==> src/rtl/approx_add_pkg.sv <==
// Shared arithmetic for the lower-part-OR approximate adder: the approximate and exact sum functions.
package approx_add_pkg;

  localparam int DEF_WIDTH = 8;
  localparam int SUM_W     = DEF_WIDTH + 1;
  localparam int MAX_W     = 64;

  typedef logic [MAX_W-1:0] opnd_t;
  typedef logic [MAX_W:0]   wsum_t;

  // Low k bits are a|b; carry into bit k is a[k-1]&b[k-1]; bits k..width-1 ripple exactly.
  function automatic wsum_t approx_sum(input opnd_t a, input opnd_t b, input int width,
                                       input int k);
    wsum_t r;
    logic  c;
    r = '0;
    c = 1'b0;
    for (int i = 0; i < MAX_W; i++) begin
      if (i < k) begin
        r[i] = a[i] | b[i];
        c    = a[i] & b[i];
      end else if (i < width) begin
        r[i] = a[i] ^ b[i] ^ c;
        c    = (a[i] & b[i]) | (c & (a[i] ^ b[i]));
      end else if (i == width) begin
        r[i] = c;
      end
    end
    if (width == MAX_W) r[MAX_W] = c;
    return r;
  endfunction

  function automatic wsum_t exact_sum(input opnd_t a, input opnd_t b, input int width);
    return approx_sum(a, b, width, 0);
  endfunction

endpackage

==> src/rtl/approx_add_stage.sv <==
// One pipeline register slice: a valid bit (synchronously reset) plus an unreset payload.
module approx_add_stage #(
  parameter int W = 8
) (
  input  logic         clk,
  input  logic         rst,
  input  logic         en_i,
  input  logic         valid_i,
  input  logic [W-1:0] data_i,
  output logic         valid_o,
  output logic [W-1:0] data_o
);

  logic         valid_q, valid_d;
  logic [W-1:0] data_q,  data_d;

  assign valid_d = en_i ? valid_i : valid_q;
  assign data_d  = en_i ? data_i  : data_q;

  always_ff @(posedge clk) begin
    if (rst) valid_q <= 1'b0;
    else     valid_q <= valid_d;
  end

  always_ff @(posedge clk) begin
    data_q <= data_d;
  end

  assign valid_o = valid_q;
  assign data_o  = data_q;

endmodule

==> src/rtl/approx_add_pipe.sv <==
// Pipelined lower-part-OR approximate adder with valid/ready streaming on both sides.
// Optional error statistics are built when APPROX_ADD_ERRSTAT_EN is defined.
module approx_add_pipe
  import approx_add_pkg::*;
#(
  parameter int WIDTH      = 8,
  parameter int APPROX_LSB = 2,
  parameter int STAGES     = 2,
  parameter int ERR_SUM_W  = 32
) (
  input  logic                  clk,
  input  logic                  rst,
  input  logic                  in_valid,
  output logic                  in_ready,
  input  logic [WIDTH-1:0]      in_a,
  input  logic [WIDTH-1:0]      in_b,
  output logic                  out_valid,
  input  logic                  out_ready,
`ifdef APPROX_ADD_ERRSTAT_EN
  input  logic                  stat_clr,
  output logic [31:0]           err_cnt,
  output logic [WIDTH:0]        err_max,
  output logic [ERR_SUM_W-1:0]  err_sum,
`endif
  output logic [WIDTH:0]        out_sum
);

  localparam int RES_W = WIDTH + 1;
`ifdef APPROX_ADD_ERRSTAT_EN
  localparam int PW = 2 * RES_W;
`else
  localparam int PW = RES_W;
`endif

  // Handshake: a beat moves when valid & ready on that side; the whole pipe
  // advances together whenever the output slot is empty or being drained.
  logic                         adv;
  logic                         op_vld;
  logic [2*WIDTH-1:0]           op_q;
  logic [STAGES-1:0]            vld;
  logic [STAGES-1:0][PW-1:0]    res;

  assign adv      = ~out_valid | out_ready;
  assign in_ready = adv | rst;

  approx_add_stage #(.W(2 * WIDTH)) u_ops (
    .clk     (clk),
    .rst     (rst),
    .en_i    (adv),
    .valid_i (in_valid),
    .data_i  ({in_a, in_b}),
    .valid_o (op_vld),
    .data_o  (op_q)
  );

  assign vld[0] = op_vld;
  assign res[0][RES_W-1:0] = RES_W'(approx_sum(opnd_t'(op_q[2*WIDTH-1:WIDTH]),
                                               opnd_t'(op_q[WIDTH-1:0]), WIDTH, APPROX_LSB));
`ifdef APPROX_ADD_ERRSTAT_EN
  assign res[0][PW-1:RES_W] = RES_W'(exact_sum(opnd_t'(op_q[2*WIDTH-1:WIDTH]),
                                               opnd_t'(op_q[WIDTH-1:0]), WIDTH));
`endif

  for (genvar s = 1; s < STAGES; s++) begin : g_slice
    approx_add_stage #(.W(PW)) u_slice (
      .clk     (clk),
      .rst     (rst),
      .en_i    (adv),
      .valid_i (vld[s-1]),
      .data_i  (res[s-1]),
      .valid_o (vld[s]),
      .data_o  (res[s])
    );
  end

  assign out_valid = vld[STAGES-1];
  assign out_sum   = res[STAGES-1][RES_W-1:0];

`ifdef APPROX_ADD_ERRSTAT_EN
  localparam int SW2 = ((ERR_SUM_W > RES_W) ? ERR_SUM_W : RES_W) + 1;

  logic [RES_W-1:0]     apx, exa, err;
  logic [31:0]          cnt_q, cnt_d;
  logic [RES_W-1:0]     max_q, max_d;
  logic [ERR_SUM_W-1:0] sum_q, sum_d;
  logic [SW2-1:0]       sum_wide;

  assign apx = res[STAGES-1][RES_W-1:0];
  assign exa = res[STAGES-1][PW-1:RES_W];
  assign err = (apx >= exa) ? (apx - exa) : (exa - apx);

  // A clear wins over the error of a transfer in the same cycle.
  always_comb begin
    cnt_d    = cnt_q;
    max_d    = max_q;
    sum_d    = sum_q;
    sum_wide = SW2'(sum_q) + SW2'(err);
    if (stat_clr) begin
      cnt_d = '0;
      max_d = '0;
      sum_d = '0;
    end else if (out_valid && out_ready && (err != '0)) begin
      if (cnt_q != '1) cnt_d = cnt_q + 32'd1;
      if (err > max_q) max_d = err;
      sum_d = (sum_wide > SW2'({ERR_SUM_W{1'b1}})) ? '1 : ERR_SUM_W'(sum_wide);
    end
  end

  always_ff @(posedge clk) begin
    if (rst) begin
      cnt_q <= '0;
      max_q <= '0;
      sum_q <= '0;
    end else begin
      cnt_q <= cnt_d;
      max_q <= max_d;
      sum_q <= sum_d;
    end
  end

  assign err_cnt = cnt_q;
  assign err_max = max_q;
  assign err_sum = sum_q;
`endif

endmodule

==> config.mk <==
export PLATFORM = sky130hd
export DESIGN_NAME = approx_add_pipe
export DESIGN_NICKNAME = d
export VERILOG_FILES = /design/src/rtl/approx_add_pkg.sv /design/src/rtl/approx_add_stage.sv /design/src/rtl/approx_add_pipe.sv
export SDC_FILE = /design/constraint.sdc
export NUM_CORES = 1
export LEC_CHECK = 0
export ABC_AREA = 1
export BUFFER_PORTS_ARGS = -buffer_cell sky130_fd_sc_hd__buf_2
export CORE_MARGIN = 1.5
export CORE_UTILIZATION = 44
export DETAILED_ROUTE_END_ITERATION = 7
export MAX_ROUTING_LAYER = met4
export PLACE_DENSITY = 0.81
export SYNTH_ARGS = -nofsm -noshare
export SYNTH_HDL_FRONTEND = slang
export SYNTH_HIERARCHICAL = 1
export SYNTH_SLANG_ARGS = --single-unit
export TNS_END_PERCENT = 100
==> constraint.sdc <==
create_clock -name clk -period 2.91 [get_ports clk]
set_input_delay 0.582 -clock clk [delete_from_list [all_inputs] [get_ports clk]]
set_output_delay 0.582 -clock clk [all_outputs]
set_load 0.1 [all_outputs]
==> impl_metrics.ini, run 1 <==
[clock_network]
clock-sinks = 27
ctsHoldBuffers = 0
clk_latency_ns = 0.31
path_clk_slew_ns = 0.13
cts_setup_buffers = 0
cts_buffers = 3
root_buffer = clkbuf_4
cts_tree = built
cts_buffer_depth = 2
htreeDepth = 1
cts_resized = 4

[setup_path]
r2r_slack_ns = -0.003
rr_worst_depth = 10
endpoint_kind = register
start_kind = register
arrival_ns = 3.10
worstPathRequired_ns = 3.10
cp_max_fo = 2
worst-setup-path-type = reg -> reg

[timing]
relSlewSlack = 0.261
worst_slew_pin_slew_ns = 1.11
fmax_ghz = 0.343
finalCritPeriodShare = 1.00
hold_violations = 0
finClkSkew_ns = 0.00642
finalSetupViolCount = 1
post-route-min-period_ns = 2.91
hold_ws_ns = 0.434
fin_ws_ns = -0.00284
slew_violations = 0
rsz0062_at_grt = true
tns_ns = -0.00284

[cells_and_area]
layout-area-overhead-vs-synth_pct = 22.0
nets = 119
layout.cells.non_filler = 120
antenna_cells = 0
fin_util = 0.566
fill_cells = 191
drive_gt1_frac = 0.457

[logic_synthesis]
synth.area.top_cells = edfxtp_1 74%, fa_1 12%, inv_1 4.4%
synth_area_per_cell_um2 = 17.5
synth_enable_flop_cells = 25
synth_top_flop_cell = edfxtp_1
ys_seq_elements = 27
yosysSeqAreaShare = 0.778
yosysMostFrequentCell = edfxtp_1
async_flop_share = 0
synth_common_cells = 25 x edfxtp_1, 12 x inv_1, 6 x fa_1, 6 x nand2_1
syn-cell-area_mm2 = 0.00102
yosysWarnings = 6
yosys.area.top_type = edfxtp_1
yosysTopAreaCellShare = 0.739
synth_fp_nets = 84
ys_types = 9
syn_inst = 58

[pwr]
p_leak_uw = 0.000541
powerDensity_mw_per_mm2 = 737
p_total_uw = 914
vdd_drop_max_mv = 0.458

[min_path]
worstHoldPathCells = 1
hold_path_class = in -> reg

[global_routing]
overflow = 0
grtUsageMet3 = 0.0292
grt.total_usage = 0.124
grt_pass1_wl_um = 2200
antenna_found_initial = 0
gr-usage-met1 = 0.141
met2_usage = 0.203
grt_start_max_net_pins = 30
grt_pass1_vias = 539
busiest_layer = met2

[floorplanning]
ios = 31
die_area_mm2 = 0.00261
rows = 17
core_area_mm2 = 0.00219
start_util = 0.464
die_width_um = 51.1
dieHeight_um = 51.1

[placement]
dp_cells = 116
dp_hpwl_um = 977
portBuffers = 30
gp_congestion = 0.649

[detailed_routing]
wl_per_cell_um = 10.8
drt_iter0_markers = 8
drtPass1Iterations = 4
drc = 0
vias = 520
wirelength_um = 1300
ant_nets = 0
viasPerCell = 4.33

[flow_run]
cap_viol_max_count = 0

[run_status]
violations = setup timing
status = complete, but fails checks
-- cells by family after synthesis --
group,count (synthesis),share of synthesized area
DFF,27,0.778
buffers and inverters,12,0.0443
adders and majority gates,6,0.118
and+or+nand+nor,13,0.0591
-- placed cells by master (no fill, tap or decap) --
master / n
buf_2: 30
clkbuf_1: 1
clkbuf_4: 3
dfxtp_1: 2
edfxtp_1: 25
fa_1: 1
fa_2: 5
inv_1: 10
inv_2: 2
nand2_1: 6
nand3_1: 1
nor2_1: 2
nor2_2: 2
or2_1: 2
-- power by group --
part	switching, uW	internal [uW]	total (uW)
Clock	97.7	53.5	151
Combinational	230	43.9	274
Sequential	14.4	475	489
Total	342	572	914
-- cell type report --
| class | instances | area [um2] | area share |
|---|---|---|---|
| Tap cell | 28 | 35.0 | 0.0283 |
| Multi-Input combinational cell | 19 | 193 | 0.155 |
| Clock buffer | 4 | 26.3 | 0.0212 |
| Sequential cell | 27 | 791 | 0.638 |
| Inverter | 12 | 45.0 | 0.0363 |
| Timing Repair Buffer | 30 | 150 | 0.121 |
-- stage by stage --
| step | instance area, um2 | worst slack, ns |
|---|---|---|
| 4_1_cts | 1240 | -0.0204 |
| 3_3_place_gp | 1210 | -0.0106 |
| 3_5_place_dp | 1210 | -0.118 |
| 5_1_grt | 1240 | -0.117 |
| 6_report | 1240 | -0.00284 |
| 2_1_floorplan | 1020 | 0.0291 |
-- state kept, by name (all words and copies together), names as in the netlist --
name and cells:
g_slice.u_slice/data_o 9, g_slice.u_slice/valid_o 1, u_ops/data_o 16, u_ops/valid_o 1
-- worst max-delay path, stage by stage, from the launching register on --
cell	delay [ns]
edfxtp_1	0.41
nand2_1	0.10
inv_2	0.04
fa_2	0.34
fa_2	0.35
fa_2	0.34
fa_2	0.34
fa_2	0.34
inv_2	0.06
fa_1	0.41
inv_1	0.07
-- routing by layer --
metal  part of all wire  up-vias  wire (um)
met5                  0        -          0
met4              0.012        0         15
met3              0.063        2         82
met2               0.52       21        672
met1               0.41      240        531
li1                   -      257          -
-- worst paths after layout --
path,from,to
setup / recovery,u_ops/data_o[9]$_DFFE_PP_,g_slice[1].u_slice/data_o[7]$_DFFE_PP_
hold / removal,in_a[4],u_ops/data_o[12]$_DFFE_PP_
setup reg to reg,u_ops/data_o[9]$_DFFE_PP_,g_slice[1].u_slice/data_o[7]$_DFFE_PP_
hold reg to reg,u_ops/valid_o$_SDFFE_PP0P_,u_ops/valid_o$_SDFFE_PP0P_
Power figures use the tool's default switching activity.
==> inputs of run 2 (changes only) <==
--- a/config.mk
+++ b/config.mk
@@ -5,13 +5,14 @@
 export SDC_FILE = /design/constraint.sdc
 export NUM_CORES = 1
 export LEC_CHECK = 0
-export ABC_AREA = 1
 export BUFFER_PORTS_ARGS = -buffer_cell sky130_fd_sc_hd__buf_2
 export CORE_MARGIN = 1.5
-export CORE_UTILIZATION = 44
+export CORE_UTILIZATION = 43
+export CTS_BUF_LIST = sky130_fd_sc_hd__clkbuf_4 sky130_fd_sc_hd__clkbuf_8 sky130_fd_sc_hd__clkbuf_16
 export DETAILED_ROUTE_END_ITERATION = 7
 export MAX_ROUTING_LAYER = met4
-export PLACE_DENSITY = 0.81
+export PLACE_DENSITY = 0.8
+export RECOVER_POWER = 50
 export SYNTH_ARGS = -nofsm -noshare
 export SYNTH_HDL_FRONTEND = slang
 export SYNTH_HIERARCHICAL = 1
==> impl_metrics.ini, run 2 <==
[run_status]
status = complete, but fails checks
violations = setup timing

[clock_network]
clock-sinks = 27
cts_buffer_depth = 2
cts_buffers = 3
cts_tree = built
path_clk_slew_ns = 0.13
clk_latency_ns = 0.31
cts_setup_buffers = 0
root_buffer = clkbuf_4
htreeDepth = 1

[floorplanning]
die_width_um = 51.0
die_area_mm2 = 0.00260
ios = 31
core_area_mm2 = 0.00219
start_util = 0.452
dieHeight_um = 51.0
rows = 17

[setup_path]
endpoint_kind = register
rr_worst_depth = 9
worst-setup-path-type = reg -> reg
r2r_slack_ns = -0.01
r2r_start = u_ops/data_o[9]$_DFFE_PP_
arrival_ns = 3.12
cp_max_fo = 2
regToRegEndpoint = g_slice[1].u_slice/data_o[7]$_DFFE_PP_
worstPathRequired_ns = 3.11
start_kind = register

[placement]
portBuffers = 30
dp_cells = 106
gp_congestion = 0.675

[cells_and_area]
nets = 109
largest_reg_flops = 16
most-common-layout-cells = 30 x buf_2, 25 x edfxtp_1, 5 x fa_2
drive_gt1_frac = 0.500
fill_cells = 205
final_common_cell = buf_2
antenna_cells = 0
layout.cells.non_filler = 110
layout-area-overhead-vs-synth_pct = 23.6

[timing]
slew_violations = 0
worst_slew_pin_slew_ns = 1.41
post-route-min-period_ns = 2.92
rsz0062_at_grt = true
finClkSkew_ns = 0.00731
fmax_ghz = 0.342
hold_violations = 0
relSlewSlack = 0.0570
fin_ws_ns = -0.0127
finalCritPeriodShare = 1.00
finalSetupViolCount = 1

[logic_synthesis]
synth.area.top_cells = edfxtp_1 76%, fa_1 12%, dfxtp_1 4.0%
synthSimpleGateAreaFrac = 0.0417
synth_common_cells = 25 x edfxtp_1, 6 x fa_1, 5 x inv_1
ys_types = 10
synth_enable_flop_cells = 25
yosys.area_share.xor_xnor = 0
async_flop_share = 0
yosysTopAreaCellShare = 0.758
synth_adder_area_share = 0.121
synth_area_per_cell_um2 = 21.1
ys_seq_elements = 27
synth_fp_nets = 73
synth_top_family_by_area = adder cells
syn_inst = 47
yosysWarnings = 6
syn-cell-area_um2 = 991
yosys.area.top_type = edfxtp_1
muxShareOfSynthArea = 0.0202
yosysMostFrequentCell = edfxtp_1
yosysSeqAreaShare = 0.798
synth_top_flop_cell = edfxtp_1
synth_compound_area_frac = 0

[global_routing]
overflow = 0
grt_start_max_net_pins = 28
grt.total_usage = 0.128
grt_pass1_wl_um = 2220
grt_pass1_vias = 508
antenna_found_initial = 0

[pwr]
vdd_drop_max_mv = 0.341
p_leak_uw = 0.000512
combinationalPowerShare = 0.276
p_total_uw = 890
switching_share = 0.356
powerDensity_mw_per_mm2 = 727
seqPwrFrac = 0.543
power.internal_uw = 574
power.switching_uw = 317
p_clk_frac = 0.181

[min_path]
hold_path_end = u_ops/data_o[15]$_DFFE_PP_
worstHoldPathCells = 1
hold_path_class = in -> reg
min-delay-start = in_a[7]

[detailed_routing]
wl_per_cell_um = 12.3
viasPerCell = 4.35
drc = 0
drt_iter0_markers = 1
drtPass1Iterations = 2
vias = 479
wirelength_um = 1350
ant_nets = 0

[flow_run]
cap_viol_max_count = 0
run 2: cell types whose count changed in the layout (fill, tap and decap cells not counted), sizes merged:
cell	previous run	this run
nand3	1	0
or3b	0	1
inv	12	5
and2	0	1
nand2	6	0
nand2b	0	1
nor2	4	2
clkbuf	4	5
mux2i	0	2
run 2: cells by family (layout without fill, tap and decap cells):
family | after synthesis | after routing
simple gates | 7 | 7
flops | 27 | 27
buf+inv | 5 | 40
mux | 2 | 2
fa+ha+maj | 6 | 6
run 2: metrics by stage:
| stage | setup slack (ns) | TNS [ns] | hold slack, ns | cell area, um2 | utilization |
|---|---|---|---|---|---|
| 3_5_place_dp | -0.0861 | -0.0861 | 0.494 | 1190 | 0.544 |
| 6_report | -0.0127 | -0.0127 | 0.433 | 1220 | 0.559 |
| 3_3_place_gp | -0.0233 | -0.0233 | 0.476 | 1190 | 0.544 |
| 4_1_cts | -0.0592 | -0.0592 | 0.423 | 1230 | 0.561 |
| 5_1_grt | -0.118 | -0.118 | 0.418 | 1220 | 0.559 |
| 2_1_floorplan | 0.0169 | 0 | 0.460 | 998 | - |
run 2: repair_timing:
item | CTS | global route
pin swaps | 1 | 1
gates cloned | 0 | 0
endpoints found under the setup margin | 1 | 1
hold buffers | 0 | 0
gates resized for setup | 4 | 0
run 2: worst max path at each step:
stage,startpoint,endpoint,cells after the start
after floorplan,u_ops/data_o[9]$_DFFE_PP_,g_slice[1].u_slice/data_o[7]$_DFFE_PP_,9
after global placement,u_ops/data_o[9]$_DFFE_PP_,g_slice[1].u_slice/data_o[7]$_DFFE_PP_,9
after detailed placement,u_ops/data_o[9]$_DFFE_PP_,g_slice[1].u_slice/data_o[7]$_DFFE_PP_,9
after CTS,u_ops/data_o[9]$_DFFE_PP_,g_slice[1].u_slice/data_o[7]$_DFFE_PP_,9
after global routing,u_ops/data_o[9]$_DFFE_PP_,g_slice[1].u_slice/data_o[7]$_DFFE_PP_,9
final,u_ops/data_o[9]$_DFFE_PP_,g_slice[1].u_slice/data_o[7]$_DFFE_PP_,9
run 2: power groups by stage:
stage,clock [uW],combinational [uW],sequential (uW)
global route,179,259,488
floorplan,0,26.3,671
global placement,0,241,491
finish,161,246,483
detailed placement,0,247,493
CTS,167,249,484
run 2: layout make-up:
type	instances	area, um2	area share
tap	28	35.0	0.0286
clock buffer	4	30.0	0.0245
sequential	27	791	0.646
timing repair buffer	31	154	0.126
inverter	5	18.8	0.0153
multi-input combinational	15	196	0.160
run 2: worst max-delay path, stage by stage (launching register included):
cell	delay, ns
edfxtp_1	0.42
and2_4	0.18
fa_2	0.33
fa_2	0.35
fa_2	0.35
fa_2	0.35
fa_2	0.34
inv_2	0.06
fa_1	0.39
inv_1	0.05
run 2: routing by layer:
metal  global-route usage  wire, um  vias to the layer above
met1                0.146       529                      227
li1                     -         -                      235
met5                    -         0                        -
met4               0.0946        19                        0
met2                0.206       728                       15
met3               0.0205        72                        2
==> inputs of run 3 (changes only) <==
--- a/config.mk
+++ b/config.mk
@@ -5,13 +5,13 @@
 export SDC_FILE = /design/constraint.sdc
 export NUM_CORES = 1
 export LEC_CHECK = 0
-export BUFFER_PORTS_ARGS = -buffer_cell sky130_fd_sc_hd__buf_2
 export CORE_MARGIN = 1.5
-export CORE_UTILIZATION = 43
+export CORE_UTILIZATION = 53
 export CTS_BUF_LIST = sky130_fd_sc_hd__clkbuf_4 sky130_fd_sc_hd__clkbuf_8 sky130_fd_sc_hd__clkbuf_16
 export DETAILED_ROUTE_END_ITERATION = 7
+export DONT_BUFFER_PORTS = 1
 export MAX_ROUTING_LAYER = met4
-export PLACE_DENSITY = 0.8
+export PLACE_DENSITY = 0.79
 export RECOVER_POWER = 50
 export SYNTH_ARGS = -nofsm -noshare
 export SYNTH_HDL_FRONTEND = slang
==> impl_metrics.ini, run 3 (synthesized netlist as in run 2, its figures left out) <==
[setup_path]
slowest_stage = edfxtp_1
crit_top_cell = fa_2
max_stage_delay_ns = 0.40
rr_worst_depth = 9
worst-setup-path-type = reg -> reg
regToRegEndpoint = g_slice[1].u_slice/data_o[7]$_DFFE_PP_
startpoint = u_ops/data_o[9]$_DFFE_PP_
cp_max_fo = 2
arrival_ns = 3.13
r2r_slack_ns = -0.008
critPathCapture = g_slice[1].u_slice/data_o[7]$_DFFE_PP_
r2r_start = u_ops/data_o[9]$_DFFE_PP_
start_kind = register
worstPathRequired_ns = 3.12
endpoint_kind = register
worstPathCellList = and2_4 > fa_2 > fa_2 > fa_2 > fa_2 > fa_2 > inv_2 > fa_1 > inv_1

[detailed_routing]
wirelength_um = 1080
drc = 0
drtPass1Iterations = 3
wl_per_cell_um = 13.8
ant_nets = 0
drt_iter0_markers = 6
viasPerCell = 5.03
vias = 392

[global_routing]
grt_start_max_net_pins = 28
grt_pass1_vias = 383
grt_pass1_wl_um = 1690
grt.total_usage = 0.133
antenna_found_initial = 0
overflow = 0

[timing]
finClkSkew_ns = 0.00680
relSlewSlack = 0.0927
fmax_ghz = 0.343
rsz0062_at_grt = true
finalSetupViolCount = 1
slew_violations = 0
fin_ws_ns = -0.00850
worst_slew_pin_slew_ns = 1.36
hold_violations = 0
hold_ws_ns = 0.302
post-route-min-period_ns = 2.92
finalCritPeriodShare = 1.00

[clock_network]
cts_buffer_depth = 2
htreeDepth = 1
clock-sinks = 27
root_buffer = clkbuf_4
cts_tree = built
path_clk_slew_ns = 0.14
cts_buffers = 3
cts_setup_buffers = 0
clk_latency_ns = 0.32
ctsHoldBuffers = 0

[pwr]
powerDensity_mw_per_mm2 = 799
seqPwrFrac = 0.769
power.switching_uw = 317
p_clk_frac = 0.183
p_leak_uw = 0.000396
combinationalPowerShare = 0.048
p_total_uw = 859
switching_share = 0.369
vdd_drop_max_mv = 0.484
power.internal_uw = 542

[cells_and_area]
nets = 80
final_common_cell = edfxtp_1
regArea_um2 = 791
largest_reg_flops = 16
fill_cells = 128
most-common-layout-cells = 25 x edfxtp_1, 5 x fa_2, 4 x inv_1
fin_util = 0.616
multi_input_area_um2 = 196
layout-area-overhead-vs-synth_pct = 8.59
drive_gt1_frac = 0.226
antenna_cells = 0

[floorplanning]
start_util = 0.568
dieHeight_um = 46.2
rows = 15
die_width_um = 46.2
core_area_mm2 = 0.00175
ios = 31
die_area_mm2 = 0.00214

[run_status]
violations = setup timing
status = complete, but fails checks

[placement]
gp_congestion = 0.659
dp_hpwl_um = 790
portBuffers = 0

[flow_run]
cap_viol_max_count = 0

[min_path]
hold_path_class = in -> reg
==> run 3: cell count changes in the layout (fill, tap and decap cells not counted), sizes merged <==
cell      delta
clkinvlp     +1
buf         -30
==> run 3: repair_timing <==
action	in CTS	in global routing
endpoints found under the hold margin	0	0
resized for setup	4	0
endpoints found under the setup margin	1	1
==> run 3: cell type report <==
type | instances | area share
clock inverters | 1 | 0.00698
well taps | 25 | 0.0291
clock buffers | 3 | 0.0209
multi-input cells | 15 | 0.183
flip-flops and latches | 27 | 0.735
repair buffers | 2 | 0.00814
inverters | 5 | 0.0174
==> run 3: how the worst min path moves through the flow <==
| stage | from | end | slack (ns) | depth (start not counted) |
|---|---|---|---|---|
| after CTS | rst | u_ops/valid_o$_SDFFE_PP0P_ | 0.28 | 1 |
| after detailed placement | u_ops/data_o[0]$_DFFE_PP_ | g_slice[1].u_slice/data_o[0]$_DFFE_PP_ | 0.49 | 1 |
| after floorplan | u_ops/valid_o$_SDFFE_PP0P_ | u_ops/valid_o$_SDFFE_PP0P_ | 0.46 | 2 |
| after global routing | rst | u_ops/valid_o$_SDFFE_PP0P_ | 0.27 | 1 |
| final | rst | u_ops/valid_o$_SDFFE_PP0P_ | 0.30 | 1 |
| after global placement | u_ops/valid_o$_SDFFE_PP0P_ | u_ops/valid_o$_SDFFE_PP0P_ | 0.48 | 2 |
==> run 3: per-layer routing <==
layer | vias up | share of wire | routed length (um) | global-route usage
met5 | - | 0 | 0 | -
met4 | 0 | 0.016 | 17 | 0.0686
met3 | 3 | 0.083 | 89 | 0.0824
met2 | 23 | 0.56 | 599 | 0.208
met1 | 190 | 0.35 | 372 | 0.125
li1 | 176 | - | - | -
==> run 3: power by group through the flow <==
stage | Sequential [uW] | Combinational [uW] | Clock, uW
6_report | 661 | 41.6 | 157
4_1_cts | 662 | 43.5 | 169
5_1_grt | 667 | 50.2 | 179
3_3_place_gp | 669 | 37.8 | 0
3_5_place_dp | 670 | 41.3 | 0
2_1_floorplan | 671 | 26.3 | 0
==> run 3: worst max-delay path: cells and delay by family (launching register included) <==
family | cells | cell delay, ns
buffers and inverters | 2 | 0.12
adders and majority gates | 6 | 2.12
and+or+nand+nor | 1 | 0.17
DFF | 1 | 0.40
==> run 3: stage by stage <==
| stage | setup TNS [ns] | setup WS, ns | std cells | area, um2 |
|---|---|---|---|---|
| global placement | -0.0461 | -0.0461 | 74 | 1040 |
| CTS | -0.0176 | -0.0176 | 78 | 1080 |
| global route | -0.0974 | -0.0974 | 78 | 1080 |
| finish | -0.00850 | -0.00850 | 78 | 1080 |
| floorplan | 0 | 0.0169 | 47 | 998 |
| detailed placement | -0.0907 | -0.0907 | 74 | 1040 |
